**src/rtl/regfile_pkg.sv**
```systemverilog
// Shared types and helpers for the multi-port register file.
package regfile_pkg;

    localparam int unsigned W_DEF = 32;
    localparam int unsigned N_DEF = 5;
    localparam int unsigned MAXP  = 32;

    typedef logic [W_DEF-1:0] data_t;
    typedef logic [N_DEF-1:0] addr_t;

    function automatic int unsigned nregs(input int unsigned n);
        return 32'(1) << n;
    endfunction

    // Index of the highest set bit; later write ports take priority.
    function automatic int unsigned prio_hi(input logic [MAXP-1:0] v);
        int unsigned idx;
        idx = 0;
        for (int unsigned i = 0; i < MAXP; i++) begin
            if (v[i]) idx = i;
        end
        return idx;
    endfunction

endpackage

```
**src/rtl/regfile_mp_if.sv**
```systemverilog
// Decode/writeback side bus of the register file.
interface regfile_mp_if #(
    parameter int unsigned W   = 32,
    parameter int unsigned N   = 5,
    parameter int unsigned NRD = 2,
    parameter int unsigned NWR = 1
);
    logic [NRD*N-1:0] rd_addr;
    logic [NRD*W-1:0] rd_data;
    logic [NRD-1:0]   rd_busy;
    logic [NWR-1:0]   wr_en;
    logic [NWR*N-1:0] wr_addr;
    logic [NWR*W-1:0] wr_data;
    logic [NWR-1:0]   wr_clr;
    logic             iss_valid;
    logic [N-1:0]     iss_rd;

    modport master (
        output rd_addr, wr_en, wr_addr, wr_data, wr_clr, iss_valid, iss_rd,
        input  rd_data, rd_busy
    );

    modport slave (
        input  rd_addr, wr_en, wr_addr, wr_data, wr_clr, iss_valid, iss_rd,
        output rd_data, rd_busy
    );
endinterface

```
**src/rtl/regfile_rdport.sv**
```systemverilog
// One read port: zero check, write/clear bypass and optional output register.
module regfile_rdport
    import regfile_pkg::*;
#(
    parameter int unsigned W        = 32,
    parameter int unsigned N        = 5,
    parameter int unsigned NWR      = 1,
    parameter int unsigned ZERO_REG = 1,
    parameter int unsigned BYPASS   = 1,
    parameter int unsigned RD_REG   = 1
) (
    input  logic             clk,
    input  logic             rst,
    input  logic [N-1:0]     addr,
    input  logic [W-1:0]     reg_val,
    input  logic             busy_val,
    input  logic [NWR-1:0]   wr_en,
    input  logic [NWR*N-1:0] wr_addr,
    input  logic [NWR*W-1:0] wr_data,
    input  logic [NWR-1:0]   wr_clr,
    input  logic             iss_valid,
    input  logic [N-1:0]     iss_rd,
    output logic [W-1:0]     data,
    output logic             busy
);

    logic [MAXP-1:0] wmatch;
    logic [MAXP-1:0] cmatch;
    logic [W-1:0]    data_c;
    logic            busy_c;

    always_comb begin
        wmatch = '0;
        cmatch = '0;
        for (int unsigned k = 0; k < NWR; k++) begin
            wmatch[k] = wr_en[k] && (wr_addr[k*N +: N] == addr);
            cmatch[k] = wmatch[k] && wr_clr[k];
        end
        data_c = reg_val;
        busy_c = busy_val;
        if (BYPASS != 0 && (|wmatch)) data_c = wr_data[prio_hi(wmatch)*W +: W];
        // A same-cycle issue to this register outranks the clearing write.
        if (BYPASS != 0 && (|cmatch) && !(iss_valid && iss_rd == addr)) busy_c = 1'b0;
        if (ZERO_REG != 0 && addr == '0) begin
            data_c = '0;
            busy_c = 1'b0;
        end
    end

    if (RD_REG != 0) begin : g_reg
        always_ff @(posedge clk) begin
            if (rst) begin
                data <= '0;
                busy <= 1'b0;
            end else begin
                data <= data_c;
                busy <= busy_c;
            end
        end
    end else begin : g_comb
        assign data = data_c;
        assign busy = busy_c;
    end

endmodule

```
**src/rtl/regfile_mp.sv**
```systemverilog
// Multi-port register file with issue-side busy scoreboard.
module regfile_mp
    import regfile_pkg::*;
#(
    parameter int unsigned W        = 32,
    parameter int unsigned N        = 5,
    parameter int unsigned NRD      = 2,
    parameter int unsigned NWR      = 1,
    parameter int unsigned ZERO_REG = 1,
    parameter int unsigned BYPASS   = 1,
    parameter int unsigned RD_REG   = 1
) (
    input  logic       clk,
    input  logic       rst,
    regfile_mp_if.slave bus
);

    localparam int unsigned NR = nregs(N);

    if (NRD == 0 || NWR == 0) begin : g_bad_ports
        $error("regfile_mp: NRD and NWR must both be at least 1");
    end
    if (NWR > MAXP) begin : g_bad_nwr
        $error("regfile_mp: NWR exceeds the priority-select width");
    end

    logic [W-1:0]    regs [NR];
    logic [NR-1:0]   busy;
    logic [NWR-1:0]  wr_en_g;
    logic            iss_g;
    logic [MAXP-1:0] wmatch;
    logic [MAXP-1:0] cmatch;
    logic [NR-1:0]   wr_hit;
    logic [NR-1:0]   clr_hit;
    logic [NR-1:0]   set_hit;
    logic [W-1:0]    wr_val [NR];

    // Writes and issues presented during reset are discarded, including for bypass.
    assign wr_en_g = rst ? '0 : bus.wr_en;
    assign iss_g   = bus.iss_valid & ~rst;

    // Per-register write resolution and scoreboard set/clear.
    always_comb begin
        wmatch  = '0;
        cmatch  = '0;
        wr_hit  = '0;
        clr_hit = '0;
        set_hit = '0;
        for (int unsigned r = 0; r < NR; r++) begin
            wmatch = '0;
            cmatch = '0;
            for (int unsigned k = 0; k < NWR; k++) begin
                wmatch[k] = wr_en_g[k] && (bus.wr_addr[k*N +: N] == N'(r));
                cmatch[k] = wmatch[k] && bus.wr_clr[k];
            end
            wr_hit[r]  = (|wmatch) && !(ZERO_REG != 0 && r == 0);
            wr_val[r]  = bus.wr_data[prio_hi(wmatch)*W +: W];
            clr_hit[r] = |cmatch;
            set_hit[r] = iss_g && (bus.iss_rd == N'(r)) && !(ZERO_REG != 0 && r == 0);
        end
    end

    always_ff @(posedge clk) begin
        if (rst) begin
            for (int unsigned r = 0; r < NR; r++) regs[r] <= '0;
            busy <= '0;
        end else begin
            for (int unsigned r = 0; r < NR; r++) begin
                if (wr_hit[r]) regs[r] <= wr_val[r];
                if (set_hit[r])      busy[r] <= 1'b1;
                else if (clr_hit[r]) busy[r] <= 1'b0;
            end
        end
    end

    for (genvar p = 0; p < NRD; p++) begin : g_rd
        logic [N-1:0] a;
        assign a = bus.rd_addr[p*N +: N];

        regfile_rdport #(
            .W(W), .N(N), .NWR(NWR), .ZERO_REG(ZERO_REG), .BYPASS(BYPASS), .RD_REG(RD_REG)
        ) u_rd (
            .clk       (clk),
            .rst       (rst),
            .addr      (a),
            .reg_val   (regs[a]),
            .busy_val  (busy[a]),
            .wr_en     (wr_en_g),
            .wr_addr   (bus.wr_addr),
            .wr_data   (bus.wr_data),
            .wr_clr    (bus.wr_clr),
            .iss_valid (iss_g),
            .iss_rd    (bus.iss_rd),
            .data      (bus.rd_data[p*W +: W]),
            .busy      (bus.rd_busy[p])
        );
    end

endmodule

```
**src/flat_wrapper.sv**
```systemverilog
// flat-port wrapper written by rule: the top's interface ports become plain ports
module regfile_mp_flat import regfile_pkg::*;
#(
    parameter int unsigned W        = 32,
    parameter int unsigned N        = 5,
    parameter int unsigned NRD      = 2,
    parameter int unsigned NWR      = 1,
    parameter int unsigned ZERO_REG = 1,
    parameter int unsigned BYPASS   = 1,
    parameter int unsigned RD_REG   = 1
)
  (clk, rst, bus_rd_addr, bus_wr_en, bus_wr_addr, bus_wr_data, bus_wr_clr, bus_iss_valid, bus_iss_rd, bus_rd_data, bus_rd_busy);
  regfile_mp_if #(.W(W), .N(N), .NRD(NRD), .NWR(NWR)) bus_i ();
  input  logic clk;
  input  logic rst;
  input wire logic [$bits(bus_i.rd_addr)-1:0] bus_rd_addr;
  input wire logic [$bits(bus_i.wr_en)-1:0] bus_wr_en;
  input wire logic [$bits(bus_i.wr_addr)-1:0] bus_wr_addr;
  input wire logic [$bits(bus_i.wr_data)-1:0] bus_wr_data;
  input wire logic [$bits(bus_i.wr_clr)-1:0] bus_wr_clr;
  input wire logic [$bits(bus_i.iss_valid)-1:0] bus_iss_valid;
  input wire logic [$bits(bus_i.iss_rd)-1:0] bus_iss_rd;
  output wire logic [$bits(bus_i.rd_data)-1:0] bus_rd_data;
  output wire logic [$bits(bus_i.rd_busy)-1:0] bus_rd_busy;
  assign bus_i.rd_addr = bus_rd_addr;
  assign bus_i.wr_en = bus_wr_en;
  assign bus_i.wr_addr = bus_wr_addr;
  assign bus_i.wr_data = bus_wr_data;
  assign bus_i.wr_clr = bus_wr_clr;
  assign bus_i.iss_valid = bus_iss_valid;
  assign bus_i.iss_rd = bus_iss_rd;
  assign bus_rd_data = bus_i.rd_data;
  assign bus_rd_busy = bus_i.rd_busy;
  regfile_mp #(.W(W), .N(N), .NRD(NRD), .NWR(NWR), .ZERO_REG(ZERO_REG), .BYPASS(BYPASS), .RD_REG(RD_REG)) u_core (.clk(clk), .rst(rst), .bus(bus_i));
endmodule
```
**config.mk**
```make
export PLATFORM = sky130hd
export DESIGN_NAME = regfile_mp_flat
export DESIGN_NICKNAME = d
export VERILOG_FILES = /design/src/rtl/regfile_pkg.sv /design/src/rtl/regfile_mp_if.sv /design/src/rtl/regfile_rdport.sv /design/src/rtl/regfile_mp.sv /design/src/flat_wrapper.sv
export SDC_FILE = /design/constraint.sdc
export NUM_CORES = 2
export LEC_CHECK = 0
export CAP_MARGIN = 0
export CORE_UTILIZATION = 55
export CTS_CLUSTER_DIAMETER = 100
export DETAILED_ROUTE_END_ITERATION = 7
export GPL_TIMING_DRIVEN = 0
export PLACE_DENSITY_LB_ADDON = 0.1
export SLEW_MARGIN = 40
export SYNTH_ARGS = -nofsm -noshare
export SYNTH_HDL_FRONTEND = slang
export SYNTH_HIERARCHICAL = 1
export SYNTH_SLANG_ARGS = --single-unit
```
**constraint.sdc**
```tcl
create_clock -name clk -period 5.66 [get_ports clk]
set_input_delay 1.132 -clock clk [delete_from_list [all_inputs] [get_ports clk]]
set_output_delay 1.132 -clock clk [all_outputs]
set_load 0.02 [all_outputs]
```
After elaboration in Yosys (flattened, before gate mapping) --
Memory sizes are Yosys's and may differ from the RTL's. Cells that the tools add are included.
Operators by class: magnitude comparators 2, equal/unequal tests 66, shift operators 2, multiplexer cells 197, bitwise logic cells 33, reduce and logical (&&, ||, !) cells 140
Operators with widths (count):
- two-way mux 32 bit | 33
- == test 5 bit, second input constant | 32
- two-way mux 1 bit | 160
- logical AND 1 bit | 101
- == test 5 x 4 -> 1 bit, second input constant | 16
- variable part select 32 x 33 -> 32 bit | 2
- nonzero test 2 bit | 31
- two-way mux 27 bit | 2
- == test 5 x 3 -> 1 bit, second input constant | 8
- OR 1 bit | 31
- == test 5 x 2 -> 1 bit, second input constant | 4
- == test 5 bit | 4
- less-than comparator 5 x 6 -> 1 bit, second input constant | 2
- binary-select mux 1 bit (select 5 bit) | 2
- == test 5 x 1 -> 1 bit, second input constant | 2
- logical NOT 5 bit | 2
- OR reduction 3 bit | 2
- OR reduction 2 bit | 2
- logical NOT 1 bit | 2
- bitwise AND 1 bit | 1
- inverter 1 bit | 1
Word-level totals: flip-flop bits (word level) 97, bits in writable memories 1024, word-level logic and storage cells 476, memories 1
Memory list:
- u_core.regs | depth 32, bits a word 32, rd ports 2, clocked after memory_dff 0, write ports 32, RTL line regfile_mp.sv:27 | logic [W-1:0] regs [NR];

Longest topological paths before layout --
depth in word-level cells 6, gate-level depth with buffers 10

Modules after synthesis --
Netlist, hierarchy kept.
Modules (own cells, without submodules):
- regfile_mp | times used 1, cells each 3347, area each 52282.6 um^2, seq. area each 30409.2 um^2
- regfile_rdport | times used 2, cells each 166, area each 1372.6 um^2, seq. area each 660.6 um^2

Least setup slack after synthesis --
No wires, ideal clock.
path kind input port to flip-flop, start in rst, end mem u_core.regs[19][0], enable pin, setup time 0.428 ns, arrival 3.341 ns, slack 1.891 ns, stages 5, buffers on the path 2, cell sequence buf_2 and3b_1 clkbuf_2 nand3_1 o21bai_1
RTL lines:
- start: declaration | RTL line flat_wrapper.sv:15 | input logic rst;
- end: declaration | RTL line regfile_mp.sv:27

Final worst setup path --
start in bus_rd_addr[6], end reg u_core.g_rd[1].u_rd.data[8]
On the way: word-level cells in the longest chain between the ends 3, elaborated cells between the ends (all ways) 6, those cells by class eq/ne (1); mux (1); reduce/logical (3); memory (1)
RTL lines:
- start: declaration | RTL line flat_wrapper.sv:16 | input wire logic [$bits(bus_i.rd_addr)-1:0] bus_rd_addr;
- branches (longest 3 deep; another with memory (32 x 32 bit))
- end signal: assignment | RTL line regfile_rdport.sv:56 | data <= data_c;
- end: declaration | RTL line regfile_rdport.sv:23 | output logic [W-1:0] data,
Several ways; the timed one is not identified. A chain may end at the register's enable or synchronous reset.

==> results_dict.tcl <==
set metrics [dict create \
    r2r_slack_ps 3170 \
    seq_area_um2 31730 \
    multi_input_area_um2 21860 \
    max_slew.worst_pin.slew_ps 984.7 \
    reg2reg_depth 6 \
    clock_path_buffers 3 \
    syn_to_final_growth_pct 14.21 \
    peakVddDrop_uv 300.8 \
    first_global_vias 36200 \
    cts_tree "done" \
    period_minus_slack_ps 4851 \
    cts_root_buffer "clkbuf_16" \
    synthArstFlopShare_pct 0 \
    drive_above_1_share_pct 22.91 \
    grt_overflow 0 \
    core_area_um2 98710 \
    ys_types 50 \
    status "finished clean" \
    drt_pre_antenna_iters 6 \
    switching_share_pct 25.15 \
    slew_headroom_pct 33.96 \
    io_buffers 122 \
    max_clock_freq_mhz 206.1 \
    cts_buffers 114 \
    crit_type "primary input to flip-flop" \
    routedWlPerCell_um 35.86 \
    synth_seq_area_share_pct 57.66 \
    p_leak_nw 21.89 \
    ant_nets 0 \
    grt_pass1_wl_um 265700 \
    end_kind "flip-flop" \
    rows 115 \
    crit_path_max_fanout 10 \
    worst_r2r_endpoint "u_core/g_rd[1].u_rd/data[8]$_SDFF_PP0_" \
    clkSinkCount 1089 \
    cts_setup_buffers 0 \
    holdPathStages 2 \
    p_per_area_nw_per_um2 322.8 \
    drt-vias-per-instance 7.017 \
    fp.dieH_um 318.3 \
    slew_violations 0 \
    cp.required_ps 6190 \
    fin_setup_tns_ps 0 \
    comb_power_share_pct 13.3 \
    clk_latency_ps 730 \
    vias 37470 \
    gp_congestion 0.9881 \
    met3_usage_pct 14.06 \
    utilization_pct 63.67 \
    final_nets 4008 \
    routed_wl_um 191500 \
    p_int_mw 15.18 \
    clk_pin_slew_ps 60 \
    grt_max_degree 33 \
    cts_max_level 3 \
    rsz0062_at_grt "false" \
    syn-num-nets 3736 \
    drtIter0Drc 5306 \
    n_fill_cell 7249 \
    syn_area_um2 55030 \
    whs_endpoint "u_core/busy[30]$_SDFFE_PP0P_" \
    setup_viol 0 \
    synthCells 3679 \
    ios 123 \
    min_period_over_period_pct 85.71 \
    cts_resized 0 \
    fp.dieArea_um2 101300 \
    ys.flop_type "edfxtp_1" \
    power_switching_mw 5.101 \
    antenna_found_initial 8 \
    p_clk_share_pct 39.3 \
    start_util_pct 55.75 \
    yosys_warnings 6 \
    grt-busiest-layer "met2" \
    syn_area_per_cell_um2 14.96 \
    hold_start "u_core/busy[30]$_SDFFE_PP0P_" \
    ys_ff_latch 1089 \
    drv_cap 0 \
    grt_util_all_layers_pct 37.61 \
    finalHoldViolations 0 \
    use_met1_pct 49.87 \
    power_frac_seq_pct 47.4 \
    drc 0 \
    r2r-start "u_core/regs[3][8]$_SDFFCE_PN0P_" \
    holdBufCountCts 0 \
    cp-start-kind "primary input" \
    use_met2_pct 55.68 \
    finClkSkew_ps 33.53 \
    synth_edf_count 992 \
    fin_hold_ws_ps 503.1 \
    hold_class "flip-flop to flip-flop" \
    hpwl_um 135400 \
    die_w_um 318.3 \
    crit_arrival_ps 5380 \
]
## power groups by stage
stage                     sequential (mW)  combinational, mW  clock [mW]
after floorplan                      9.72               1.50           0
after global placement               9.76               2.51           0
after detailed placement             9.76               2.59           0
after CTS                            9.60               2.60        8.02
after global routing                 9.67               2.76        8.31
final                                9.62               2.70        7.97
## cell usage in the layout (no fill, tap or decap), types with 24 or more instances in the layout
| cell | netlist | final |
|---|---|---|
| edfxtp_1 | 992 | 992 |
| and2_1 | 583 | 583 |
| mux4_2 | 396 | 396 |
| clkbuf_1 | 199 | 208 |
| a22o_1 | 197 | 197 |
| mux2i_1 | 167 | 167 |
| nand2_1 | 162 | 162 |
| clkbuf_16 | 0 | 122 |
| clkdlybuf4s50_1 | 0 | 122 |
| dfxtp_1 | 97 | 97 |
| buf_2 | 89 | 93 |
| nand4_1 | 77 | 77 |
| o21ai_1 | 68 | 75 |
| o21ai_0 | 76 | 69 |
| o22ai_1 | 66 | 66 |
| o31ai_1 | 66 | 66 |
| mux2_2 | 65 | 65 |
| a211oi_1 | 66 | 55 |
| and3_1 | 36 | 36 |
| buf_4 | 32 | 33 |
| nor2_1 | 28 | 28 |
| nor2b_2 | 0 | 24 |
## worst max path at each step
stage                         startpoint  depth (start not counted)                                 endpoint  slack, ps
final                     bus_rd_addr[6]                         10   u_core/g_rd[1].u_rd/data[8]$_SDFF_PP0_        810
after global routing      bus_rd_addr[6]                         10   u_core/g_rd[1].u_rd/data[5]$_SDFF_PP0_        960
after CTS                 bus_rd_addr[6]                         10  u_core/g_rd[1].u_rd/data[19]$_SDFF_PP0_       1190
after detailed placement  bus_rd_addr[6]                         10  u_core/g_rd[1].u_rd/data[19]$_SDFF_PP0_        450
after global placement    bus_wr_addr[1]                          5            u_core/regs[30][13]$_DFFE_PP_      -1370
after floorplan                      rst                          5             u_core/regs[19][0]$_DFFE_PP_       1890
## layer usage
metal	part of all wire, %	vias up
met4	4.8	10
met3	14	570
li1	-	15070
met1	36	18910
met5	0.036	-
met2	44	2900
## state kept, by name, summed over array words and instances (netlist names)
signal / cells
u_core/regs: 992
u_core/g_rd.u_rd/data: 64
u_core/busy: 31
u_core/g_rd.u_rd/busy: 2
## area by class of cell
type	count	share of cell area, %
diodes	6	0.02389
plain buffers	358	2.795
clock buffers	165	5.328
clock inverters	46	1.023
inverters	3	0.01792
multi-input cells	2229	34.79
flip-flops and latches	1089	50.49
well taps	1287	2.562
repair buffers	156	2.974
## logic make-up (layout without fill, tap and decap cells)
| family | after synthesis | count (layout) | share of synthesized area (%) |
|---|---|---|---|
| other cells | 0 | 6 | 0 |
| flops | 1089 | 1089 | 57.66 |
| xor+xnor | 20 | 20 | 0.3183 |
| mux | 628 | 628 | 20.58 |
| simple gates | 989 | 989 | 10.64 |
| compound gates | 592 | 592 | 7.644 |
| buf+inv | 361 | 728 | 3.158 |
## worst max-delay path, cell delays in order
cell	delay, ps
clkdlybuf4s50_1	750
buf_2	410
buf_2	510
nand2_1	460
clkbuf_1	410
o22ai_1	350
a211oi_1	220
o31ai_1	290
nand2_1	70
o21ai_0	760
## synth_stat cells (all sizes together), types with 77 or more instances
cell	number	area (um2)
mux2i	167	1672
and2	586	3671
edfxtp	992	29790
buf	158	974.7
a22o	197	1725
o21ai	144	720.7
mux4	396	8919
clkbuf	200	752.0
nand4	77	481.7
dfxtp	97	1942
nand2	162	608.1
## per-stage QoR
stage / cell area (um2) / worst slack (ps) / instances / total power, mW
after global placement: 57860 / -1371 / 5088 / 12.27
final: 62850 / 809.1 / 5339 / 20.28
after CTS: 62700 / 1191 / 5332 / 20.22
after global routing: 62830 / 956.3 / 5333 / 20.74
after floorplan: 55030 / 1891 / 3679 / 11.22
after detailed placement: 58710 / 454.8 / 5121 / 12.35
(Power assumes the default switching activity.)
